**src/rtl/uart_tx_word_streamer.sv**
```systemverilog
// Word FIFO feeding a byte serializer for UART_TX. Optional line terminator
// after each word is compiled in with `define UART_TX_NEWLINE_EN.
//
// state | meaning
// IDLE  | no word in flight, waiting for the FIFO to hold a word
// SEND  | presenting data byte idx_q of the word in shift_q
// TERM  | presenting the 8'h0A terminator (only with UART_TX_NEWLINE_EN)
module uart_tx_word_streamer #(
   parameter int DATA_W     = 32,
   parameter int FIFO_DEPTH = 4,
   parameter int MSB_FIRST  = 1
) (
   input  logic                          clk,
   input  logic                          reset,
   input  logic                          wr_en,
   input  logic [DATA_W-1:0]             wr_data,
   output logic                          wr_full,
   output logic                          overflow,
   output logic [$clog2(FIFO_DEPTH):0]   fifo_count,
   output logic [7:0]                    byte_data,
   output logic                          byte_valid,
   input  logic                          byte_ready,
   output logic                          word_done,
   output logic                          busy
);

   localparam int NB    = DATA_W / 8;
   localparam int PTR_W = $clog2(FIFO_DEPTH);
   localparam int CNT_W = PTR_W + 1;
   localparam int IDX_W = (NB > 1) ? $clog2(NB) : 1;

   typedef enum logic [1:0] {
      IDLE = 2'd0,
      SEND = 2'd1
`ifdef UART_TX_NEWLINE_EN
      , TERM = 2'd2
`endif
   } state_t;

   state_t              state_q, state_d;
   logic [DATA_W-1:0]   shift_q, shift_d;
   logic [IDX_W-1:0]    idx_q, idx_d;
   logic [PTR_W-1:0]    wr_ptr_q, wr_ptr_d;
   logic [PTR_W-1:0]    rd_ptr_q, rd_ptr_d;
   logic [CNT_W-1:0]    count_q, count_d;
   logic                overflow_q, overflow_d;
   logic                word_done_q, word_done_d;
   logic [DATA_W-1:0]   mem_q [FIFO_DEPTH];

   logic push, pop, xfer, finish;

   assign wr_full    = (count_q == CNT_W'(FIFO_DEPTH));
   assign push       = wr_en && !wr_full;
   assign byte_valid = (state_q != IDLE);
   assign xfer       = byte_valid && byte_ready;

   always_comb begin
      state_d     = state_q;
      shift_d     = shift_q;
      idx_d       = idx_q;
      pop         = 1'b0;
      finish      = 1'b0;
      word_done_d = 1'b0;
      case (state_q)
         IDLE: begin
            if (count_q != '0) begin
               pop     = 1'b1;
               shift_d = mem_q[rd_ptr_q];
               idx_d   = '0;
               state_d = SEND;
            end
         end
         SEND: begin
            if (xfer) begin
               if (idx_q == IDX_W'(NB - 1)) begin
`ifdef UART_TX_NEWLINE_EN
                  state_d = TERM;
`else
                  finish  = 1'b1;
`endif
               end else begin
                  idx_d   = idx_q + IDX_W'(1);
                  shift_d = (MSB_FIRST != 0) ? (shift_q << 8) : (shift_q >> 8);
               end
            end
         end
`ifdef UART_TX_NEWLINE_EN
         TERM: begin
            if (xfer) finish = 1'b1;
         end
`endif
         default: state_d = IDLE;
      endcase

      // Finished word: reload straight from the FIFO so there is no bubble.
      if (finish) begin
         word_done_d = 1'b1;
         if (count_q != '0) begin
            pop     = 1'b1;
            shift_d = mem_q[rd_ptr_q];
            idx_d   = '0;
            state_d = SEND;
         end else begin
            state_d = IDLE;
         end
      end
   end

   always_comb begin
      wr_ptr_d   = push ? wr_ptr_q + PTR_W'(1) : wr_ptr_q;
      rd_ptr_d   = pop  ? rd_ptr_q + PTR_W'(1) : rd_ptr_q;
      overflow_d = overflow_q | (wr_en & wr_full);
      case ({push, pop})
         2'b10:   count_d = count_q + CNT_W'(1);
         2'b01:   count_d = count_q - CNT_W'(1);
         default: count_d = count_q;
      endcase
   end

   always_ff @(posedge clk) begin
      if (reset) begin
         state_q     <= IDLE;
         shift_q     <= '0;
         idx_q       <= '0;
         wr_ptr_q    <= '0;
         rd_ptr_q    <= '0;
         count_q     <= '0;
         overflow_q  <= 1'b0;
         word_done_q <= 1'b0;
      end else begin
         state_q     <= state_d;
         shift_q     <= shift_d;
         idx_q       <= idx_d;
         wr_ptr_q    <= wr_ptr_d;
         rd_ptr_q    <= rd_ptr_d;
         count_q     <= count_d;
         overflow_q  <= overflow_d;
         word_done_q <= word_done_d;
      end
   end

   always_ff @(posedge clk) begin
      if (push) mem_q[wr_ptr_q] <= wr_data;
   end

   always_comb begin
      byte_data = (MSB_FIRST != 0) ? shift_q[DATA_W-1 -: 8] : shift_q[7:0];
`ifdef UART_TX_NEWLINE_EN
      if (state_q == TERM) byte_data = 8'h0A;
`endif
   end

   assign overflow   = overflow_q;
   assign fifo_count = count_q;
   assign word_done  = word_done_q;
   assign busy       = (state_q != IDLE) || (count_q != '0);

endmodule

```
**config.mk**
```make
export PLATFORM = sky130hd
export DESIGN_NAME = uart_tx_word_streamer
export DESIGN_NICKNAME = d
export VERILOG_FILES = /design/src/rtl/uart_tx_word_streamer.sv
export SDC_FILE = /design/constraint.sdc
export NUM_CORES = 1
export LEC_CHECK = 0
export ABC_CLOCK_PERIOD_IN_PS = 2300
export BUFFER_PORTS_ARGS = -buffer_cell sky130_fd_sc_hd__buf_2
export CORE_UTILIZATION = 53
export DETAILED_ROUTE_END_ITERATION = 8
export PLACE_DENSITY = 0.75
export SLEW_MARGIN = 20
export SYNTH_ARGS = -nofsm -noshare
export SYNTH_HDL_FRONTEND = slang
export SYNTH_SLANG_ARGS = --single-unit
```
**constraint.sdc**
```tcl
create_clock -name clk -period 2.3 [get_ports clk]
set_input_delay 0.46 -clock clk [delete_from_list [all_inputs] [get_ports clk]]
set_output_delay 0.46 -clock clk [all_outputs]
set_load 0.01 [all_outputs]
```
==> results.json, run 1 <==
{
  "worst_ep_arrival_time_ns": 2.48,
  "async_flop_share_pct": 0,
  "avgSynthCellArea_um2": 16.0,
  "drt_iter0_drc": 227,
  "status": "completed",
  "start_kind": "flop",
  "wire_per_inst_um": 18.0,
  "path_clk_slew_ns": 0.06,
  "drive_gt1_share_pct": 26.7,
  "vias_per_cell": 5.54,
  "hold_violations": 0,
  "place.gp.congestion": 0.712,
  "grt_max_degree": 46,
  "syn_area_um2": 6700,
  "track_usage_pct": 20.1,
  "hpwl_um": 6820,
  "antenna_found_initial": 0,
  "drtPass1Iterations": 5,
  "nets": 513,
  "cts_sinks": 174,
  "grt_pass1_vias": 3705,
  "power_density_nw_per_um2": 1200,
  "hp-class": "in2reg",
  "cap_violations": 0,
  "initial_core_util_pct": 55.1,
  "r2r_start": "fifo_count[2]",
  "htreeDepth": 4,
  "wirelength_um": 11700,
  "timing.final.crit_share_pct": 92.9,
  "ys_ff_latch": 174,
  "ys_warn_count": 0,
  "rows": 40,
  "n_antenna_cell": 0,
  "boundaryPins": 52,
  "relSlewSlack_pct": 45.9,
  "cp_max_fo": 5,
  "cts_max_path_buffers": 2,
  "power_leakage_nw": 2.57,
  "synth-seq-area-share_pct": 71.1,
  "cp-startpoint": "fifo_count[2]",
  "hold_buffers": 0,
  "slew_violations": 0,
  "root_buffer": "clkbuf_16",
  "core_area_um2": 12200,
  "drc": 0,
  "die_w_um": 114,
  "worst_pin_slew_ns": 0.811,
  "via_count": 3614,
  "peakVddDrop_mv": 0.500,
  "grt_overflow_total": 0,
  "synth_top_cell_by_area": "edfxtp_1",
  "crit_path_end_kind": "flop",
  "ys_types": 32,
  "synth_most_common_cell": "edfxtp_1",
  "ff2ff_path_depth": 9,
  "synth_common_cells": "128 x edfxtp_1, 61 x nand2_1, 46 x dfxtp_1, 32 x mux4_2, 25 x a22oi_1",
  "synthFlopType": "edfxtp_1",
  "worst_ep_required_time_ns": 2.64,
  "io_buffers": 51,
  "crit_end": "fifo_count[2]",
  "postRouteAntennaNets": 0,
  "worstSetupPathType": "reg2reg",
  "setup-violations-final": 0,
  "dp_slack_ns": 0.0578,
  "cts_tree": "done",
  "fin_crit_ns": 2.14,
  "synth_edf_count": 128,
  "rsz0062_at_grt": "no",
  "syn_to_final_growth_pct": 14.6,
  "die-area_um2": 13100,
  "grt_pass1_wl_um": 19100,
  "setup_tns_ns": 0,
  "finalClockSkew_ns": 0.00600,
  "ys_top_cells_by_area": "edfxtp_1 57%, dfxtp_1 14%, mux4_2 11%, nand2_1 3.4%, a22oi_1 2.8%",
  "clock_latency_ns": 0.42,
  "synth_fp_nets": 462,
  "finalPower_mw": 9.22,
  "r2r-end": "fifo_count[2]",
  "numCtsBuffers": 17,
  "r2r_slack_ns": 0.16,
  "synthCells": 420,
  "min_from": "wr_data[20]",
  "post_cts_buffers": 0,
  "netlist.area_leader.share_pct": 57.3,
  "post_cts_resized": 0,
  "finalWorstSetupSlack_ns": 0.164,
  "fmax_ghz": 0.468,
  "chipHeight_um": 114
}
state kept, by name, indices dropped and copies added (netlist names), named ones only:
register and count:
mem_q 128, shift_q 32, fifo_count 3, idx_q 2
rd_ptr_q 2, wr_ptr_q 2, overflow 1, state_q 1
word_done 1
per-stage QoR:
stage | util, % | instances | hold WS, ns | instance area, um2
finish | 63.2 | 652 | 0.259 | 7680
global route | 63.2 | 652 | 0.237 | 7680
CTS | 63.2 | 652 | 0.242 | 7680
detailed placement | 58.8 | 620 | 0.459 | 7150
global placement | 58.8 | 620 | 0.452 | 7150
floorplan | - | 420 | 0.453 | 6710
worst min path at each step:
stage                    to  cells after the start
2_1_floorplan    shift_q[0]                      2
3_3_place_gp       overflow                      2
3_5_place_dp       overflow                      2
4_1_cts        mem_q[3][16]                      1
5_1_grt        mem_q[3][16]                      1
6_report       mem_q[0][20]                      1
cells in the final DEF (no fill, tap or decap), drive strengths merged:
| master | synthesis | final |
|---|---|---|
| and2 | 4 | 4 |
| buf | 23 | 65 |
| bufinv | 0 | 1 |
| clkinvlp | 0 | 1 |
| clkbuf | 10 | 23 |
| inv | 7 | 7 |
| a21boi | 1 | 1 |
| a22oi | 25 | 25 |
| a211oi | 1 | 1 |
| xor2 | 2 | 2 |
| dfxtp | 46 | 46 |
| mux2i | 1 | 1 |
| fa | 1 | 1 |
| nand2 | 61 | 61 |
| or3 | 1 | 1 |
| xnor2 | 4 | 4 |
| nand2b | 1 | 1 |
| nor3b | 1 | 1 |
| o22a | 1 | 1 |
| mux4 | 32 | 32 |
| a31oi | 24 | 24 |
| clkinv | 0 | 7 |
| edfxtp | 128 | 128 |
| nand3 | 1 | 1 |
| nor3 | 2 | 2 |
| nor2 | 11 | 11 |
| a21oi | 15 | 15 |
| nor2b | 2 | 2 |
| ha | 5 | 5 |
| o21ai | 10 | 10 |
worst max-delay path: stages (launching register included):
cell	delay (ns)
dfxtp_1	0.42
nor3b_2	0.28
nor2b_1	0.09
inv_1	0.06
ha_1	0.17
inv_1	0.06
fa_1	0.37
xor2_1	0.16
or3_1	0.31
a21oi_1	0.14
report_power, final:
group	switching, mW	internal [mW]	total (mW)
Sequential	0.317	3.97	4.29
Clock	1.07	1.53	2.60
Combinational	1.34	0.994	2.33
layout make-up:
type,instances,area (um2)
fillers,888,4480
clock buffers,23,468
flip-flops and latches,174,4770
repair buffers,65,410
clock inverters,9,68.8
well taps,168,210
inverters,7,26.3
multi-input cells,206,1730
per-layer routing:
layer	track usage, %	wire (um)
met4	8.57	127
met2	34.0	6210
met1	25.2	4950
met5	0	0
met3	4.39	461
kinds of logic after synthesis:
logic type | count (synthesis) | synth area share [%]
AOI/OAI and AO/OA | 77 | 7.54
xor gates and xnor gates | 6 | 0.784
adders and majority gates | 6 | 1.23
buffers and inverters | 40 | 3.17
DFF | 174 | 71.1
muxes | 33 | 10.9
and+or+nand+nor | 84 | 5.28
Power figures use the tool's default switching activity.
==> run 2: changes to the inputs <==
CELL_PAD_IN_SITES_DETAIL_PLACEMENT = 2   (was unset)
CELL_PAD_IN_SITES_GLOBAL_PLACEMENT = 2   (was unset)
CORE_UTILIZATION = 39   (was 53)
PLACE_DENSITY = unset   (was 0.75)
PLACE_DENSITY_LB_ADDON = 0.1   (was unset)
==> run 2 against run 1 <==
  * Sequential cell count did not move
  * Non-clock buffer count rose by 3
  * Global-route usage fell by 1.9 points
  * Setup slack got worse by 0.022 ns
  * Largest cell class unchanged
  * Routed wire length rose by 26%
  * Combinational power rose by 6%
  * Highest routed layer unchanged
  * Count of clock-buffer cells in the layout fell by 1
  * Final area rose by 1.7%
==> results.json, run 2 (same netlist as run 1, synthesis figures left out) <==
{
  "chipHeight_um": 133,
  "regMostFlops": "mem_q",
  "fin_crit_ns": 2.16,
  "finalClockSkew_ns": 0.00577,
  "worst_pin_slew_ns": 0.530,
  "track_usage_pct": 18.2,
  "core_area_um2": 16700,
  "vias_per_cell": 5.28,
  "final_common_cell": "edfxtp_1",
  "clock_latency_ns": 0.43,
  "cts_tree": "done",
  "power_density_nw_per_um2": 1230,
  "htreeDepth": 4,
  "drtPass1Iterations": 4,
  "rows": 47,
  "drc": 0,
  "setup-violations-final": 0,
  "cp_max_fo": 5,
  "postRouteAntennaNets": 0,
  "die-area_um2": 17700,
  "root_buffer": "clkbuf_16",
  "cts_sinks": 174,
  "n_antenna_cell": 0,
  "holdPathStages": 1,
  "grt_overflow_total": 0,
  "syn_to_final_growth_pct": 16.5,
  "start_kind": "flop",
  "path_clk_slew_ns": 0.06,
  "hold_buffers": 0,
  "wirelength_um": 14800,
  "fillers": 1576,
  "numCtsBuffers": 17,
  "boundaryPins": 52,
  "relSlewSlack_pct": 64.7,
  "finalWorstSetupSlack_ns": 0.143,
  "ff2ff_path_depth": 9,
  "dp_slack_ns": -0.00624,
  "antenna_found_initial": 0,
  "rsz0062_at_grt": "no",
  "grt_pass1_wl_um": 23300,
  "grt_max_degree": 46,
  "post_cts_resized": 0,
  "hpwl_um": 8970,
  "hp-class": "in2reg",
  "wire_per_inst_um": 20.9,
  "via_count": 3733,
  "worstSetupPathType": "reg2reg",
  "holdWs_ns": 0.241,
  "fmax_ghz": 0.464,
  "initial_core_util_pct": 40.1,
  "place.gp.congestion": 0.700,
  "cts_max_path_buffers": 2,
  "grt_pass1_vias": 4127,
  "die_w_um": 133,
  "drt_iter0_drc": 124,
  "worst_ep_arrival_time_ns": 2.52,
  "worst_ep_required_time_ns": 2.66,
  "largest_reg_flops": 128,
  "dpl-instance-area_um2": 7230,
  "cap_violations": 0,
  "nets": 516,
  "peakVddDrop_mv": 1.15,
  "power_leakage_nw": 2.59,
  "design_area_um2": 7810,
  "crit_path_end_kind": "flop",
  "slew_violations": 0,
  "post_cts_buffers": 0,
  "finalPower_mw": 9.58,
  "drive_gt1_share_pct": 27.9,
  "io_buffers": 51,
  "hold_violations": 0,
  "status": "completed",
  "timing.final.crit_share_pct": 93.8,
  "final_cell_mix": "128 x edfxtp_1, 61 x nand2_1, 51 x buf_2"
}
run 2: layer usage:
metal | up-vias | global-route usage [%] | wire length [um]
met1 | 1949 | 22.5 | 6510
met4 | 0 | 6.25 | 198
met2 | 55 | 31.3 | 7640
li1 | 1713 | - | -
met5 | - | 0 | 0
met3 | 16 | 4.53 | 409
run 2: power breakdown:
part	switching, mW	internal (mW)
logic	1.47	1.01
clock network	1.16	1.62
registers	0.350	3.97
run 2: metrics by stage:
stage               setup TNS (ns)  util (%)  cells
CTS                              0      46.7    707
global route                     0      46.8    707
detailed placement        -0.00624      43.3    675
finish                           0      46.8    707
global placement                 0      43.3    675
floorplan                        0         -    420
run 2: worst max-delay path: stages (launching register included):
cell	delay [ns]
dfxtp_1	0.43
nor3b_4	0.25
nor2b_1	0.09
inv_1	0.06
ha_1	0.19
inv_1	0.06
fa_1	0.38
xor2_1	0.17
or3_1	0.32
a21oi_1	0.14
run 2: final timing paths:
| check | from | endpoint | slack, ns |
|---|---|---|---|
| worst max-delay path | fifo_count[2] | fifo_count[2] | 0.14 |
| worst min-delay path | wr_data[14] | mem_q[2][14] | 0.24 |
| worst max register to register | fifo_count[2] | fifo_count[2] | 0.14 |
| worst min register to register | overflow | overflow | 0.47 |
run 2: cell type report:
class / instances / area [um2] / share of cell area, %
Tap cell: 220 / 275 / 3.52
Clock buffer: 22 / 454 / 5.82
Clock inverter: 10 / 115 / 1.47
Timing Repair Buffer: 68 / 433 / 5.54
Multi-Input combinational cell: 206 / 1740 / 22.3
Sequential cell: 174 / 4770 / 61.0
Inverter: 7 / 26.3 / 0.336
==> run 3: changes to the inputs <==
BUFFER_PORTS_ARGS = -buffer_cell sky130_fd_sc_hd__buf_4   (was -buffer_cell sky130_fd_sc_hd__buf_2)
CORE_UTILIZATION = 41   (was 39)
CTS_BUF_LIST = sky130_fd_sc_hd__clkbuf_4   (was unset)
==> run 3 against run 2 <==
  * Routed wire length down 0.30%
  * Core utilization up 1.3 points
  * Non-clock buffer count down 1
  * Final area down 2.0%
  * Count of clock-buffer cells in the layout down 4
  * Sequential power about the same
  * Combinational power up 2%
  * Die area down 4.8%
  * First-iteration DRC count up 20%
  * Clock skew up 0.010 ns
  * Sequential cell count unchanged
  * Clock power down 35%
  * Critical path type unchanged
  * Critical endpoint unchanged
  * Highest routed layer unchanged
==> results.json, run 3 (same netlist as run 1, synthesis figures left out) <==
{
  "final_cell_mix": "128 x edfxtp_1, 62 x buf_4, 61 x nand2_1",
  "wire_per_inst_um": 20.9,
  "fmax_ghz": 0.457,
  "postRouteAntennaNets": 0,
  "hp-class": "in2reg",
  "initial_core_util_pct": 42.0,
  "status": "completed",
  "grt_pass1_vias": 4132,
  "power_density_nw_per_um2": 1130,
  "r2r_slack_ns": 0.11,
  "worst_ep_required_time_ns": 2.80,
  "worst_pin_slew_ns": 0.538,
  "die-area_um2": 16900,
  "grt_overflow_total": 0,
  "ff2ff_path_depth": 8,
  "track_usage_pct": 19.5,
  "htreeDepth": 4,
  "die_w_um": 130,
  "numCtsBuffers": 17,
  "cts_tree": "done",
  "hold_violations": 0,
  "crit_slowest_cell": "dfxtp_1",
  "r2r_start": "idx_q[1]",
  "nets": 515,
  "drtPass1Iterations": 4,
  "boundaryPins": 52,
  "finalClockSkew_ns": 0.0161,
  "largest_reg_flops": 128,
  "crit_path_end_kind": "flop",
  "holdPathStages": 1,
  "vias_per_cell": 5.28,
  "fin_crit_ns": 2.19,
  "worstSetupPathType": "reg2reg",
  "place.gp.congestion": 0.685,
  "min_from": "wr_data[23]",
  "clock_latency_ns": 0.57,
  "wirelength_um": 14700,
  "power_leakage_nw": 2.51,
  "slowest_delay_ns": 0.48,
  "cp_max_fo": 6,
  "worstHoldEndpoint": "mem_q[3][23]",
  "dpl-instance-area_um2": 7340,
  "worst_ep_arrival_time_ns": 2.68,
  "path_cells": "nand3_1 -> a21oi_2 -> ha_1 -> inv_1 -> fa_1 -> xor2_1 -> or3_1 -> a21oi_1",
  "path_clk_slew_ns": 0.14,
  "hpwl_um": 9110,
  "root_buffer": "clkbuf_4",
  "post_cts_buffers": 0,
  "slew_violations": 0,
  "via_count": 3709,
  "peakVddDrop_mv": 0.715,
  "cts_max_path_buffers": 2,
  "syn_to_final_growth_pct": 14.2,
  "relSlewSlack_pct": 64.1,
  "r2r-end": "fifo_count[2]",
  "rsz0062_at_grt": "no",
  "drive_gt1_share_pct": 28.4,
  "final_common_cell": "edfxtp_1",
  "antenna_found_initial": 1,
  "drc": 0,
  "setup-violations-final": 0,
  "timing.final.crit_share_pct": 95.1,
  "cap_violations": 0,
  "drt_iter0_drc": 149,
  "start_kind": "flop",
  "grt_max_degree": 46,
  "core_area_um2": 15900,
  "rows": 46,
  "io_buffers": 51,
  "cts_sinks": 174,
  "design_area_um2": 7650,
  "grt_pass1_wl_um": 23200,
  "regMostFlops": "mem_q",
  "chipHeight_um": 130,
  "setup_tns_ns": 0
}
run 3: cell count changes in the layout (fill, tap and decap cells not counted), moves of 3 or more:
cell	delta
clkbuf_4	+18
clkbuf_16	-17
buf_2	-51
buf_4	+49
inv_6	+3
clkbuf_1	-4
run 3: worst max-delay path, delay by kind of cell, from the launching register on:
kind	cells	cell delay (ns)
AO/OA/AOI/OAI	2	0.34
AND/OR/NAND/NOR	2	0.51
XOR/XNOR	1	0.16
flip-flops	1	0.48
adder cells (fa/ha/maj)	2	0.58
buffers and inverters	1	0.06
run 3: worst max path at each step:
stage	startpoint	to	slack [ns]	depth (start not counted)
3_5_place_dp	byte_ready	fifo_count[2]	0.04	9
6_report	idx_q[1]	fifo_count[2]	0.11	8
4_1_cts	idx_q[1]	fifo_count[2]	0.07	8
5_1_grt	idx_q[1]	fifo_count[2]	0.01	8
2_1_floorplan	byte_ready	fifo_count[2]	0.02	9
3_3_place_gp	byte_ready	fifo_count[2]	0.14	9
run 3: through the flow:
| stage | std cells | hold slack, ns | total power [mW] | utilization (%) | setup slack (ns) |
|---|---|---|---|---|---|
| 6_report | 703 | 0.0760 | 8.68 | 48.0 | 0.112 |
| 5_1_grt | 703 | 0.0104 | 9.19 | 48.0 | 0.0119 |
| 4_1_cts | 701 | 0.0138 | 8.83 | 47.9 | 0.0703 |
| 3_5_place_dp | 669 | 0.474 | 6.99 | 46.0 | 0.0436 |
| 3_3_place_gp | 669 | 0.470 | 6.86 | 46.0 | 0.135 |
| 2_1_floorplan | 420 | 0.453 | 6.07 | - | 0.0186 |
run 3: repair_timing:
item / in CTS / in global routing
hold buffers: 0 / 1
hold endpoints to repair: 0 / 3
resized for setup: 0 / 1
endpoints found under the setup margin: 0 / 1
run 3: layer usage:
metal	global-route usage [%]	up-vias	part of all wire, %
li1	-	1710	-
met1	24.2	1909	43
met2	33.0	72	51
met3	4.76	18	3.7
met4	7.52	0	1.7
met5	0	-	0
run 3: layout make-up:
type	count	area, um2
repair buffers	67	556
diodes	1	2.50
well taps	216	270
clock buffers	18	135
inverters	7	26.3
clock inverters	14	165
fillers	1508	8290
flip-flops and latches	174	4770
multi-input cells	206	1730
run 3: report_power, final:
| part | total (mW) | switching, mW | internal, mW |
|---|---|---|---|
| logic | 2.54 | 1.46 | 1.08 |
| registers | 4.31 | 0.348 | 3.96 |
| clock network | 1.82 | 1.06 | 0.767 |
| total | 8.68 | 2.87 | 5.81 |
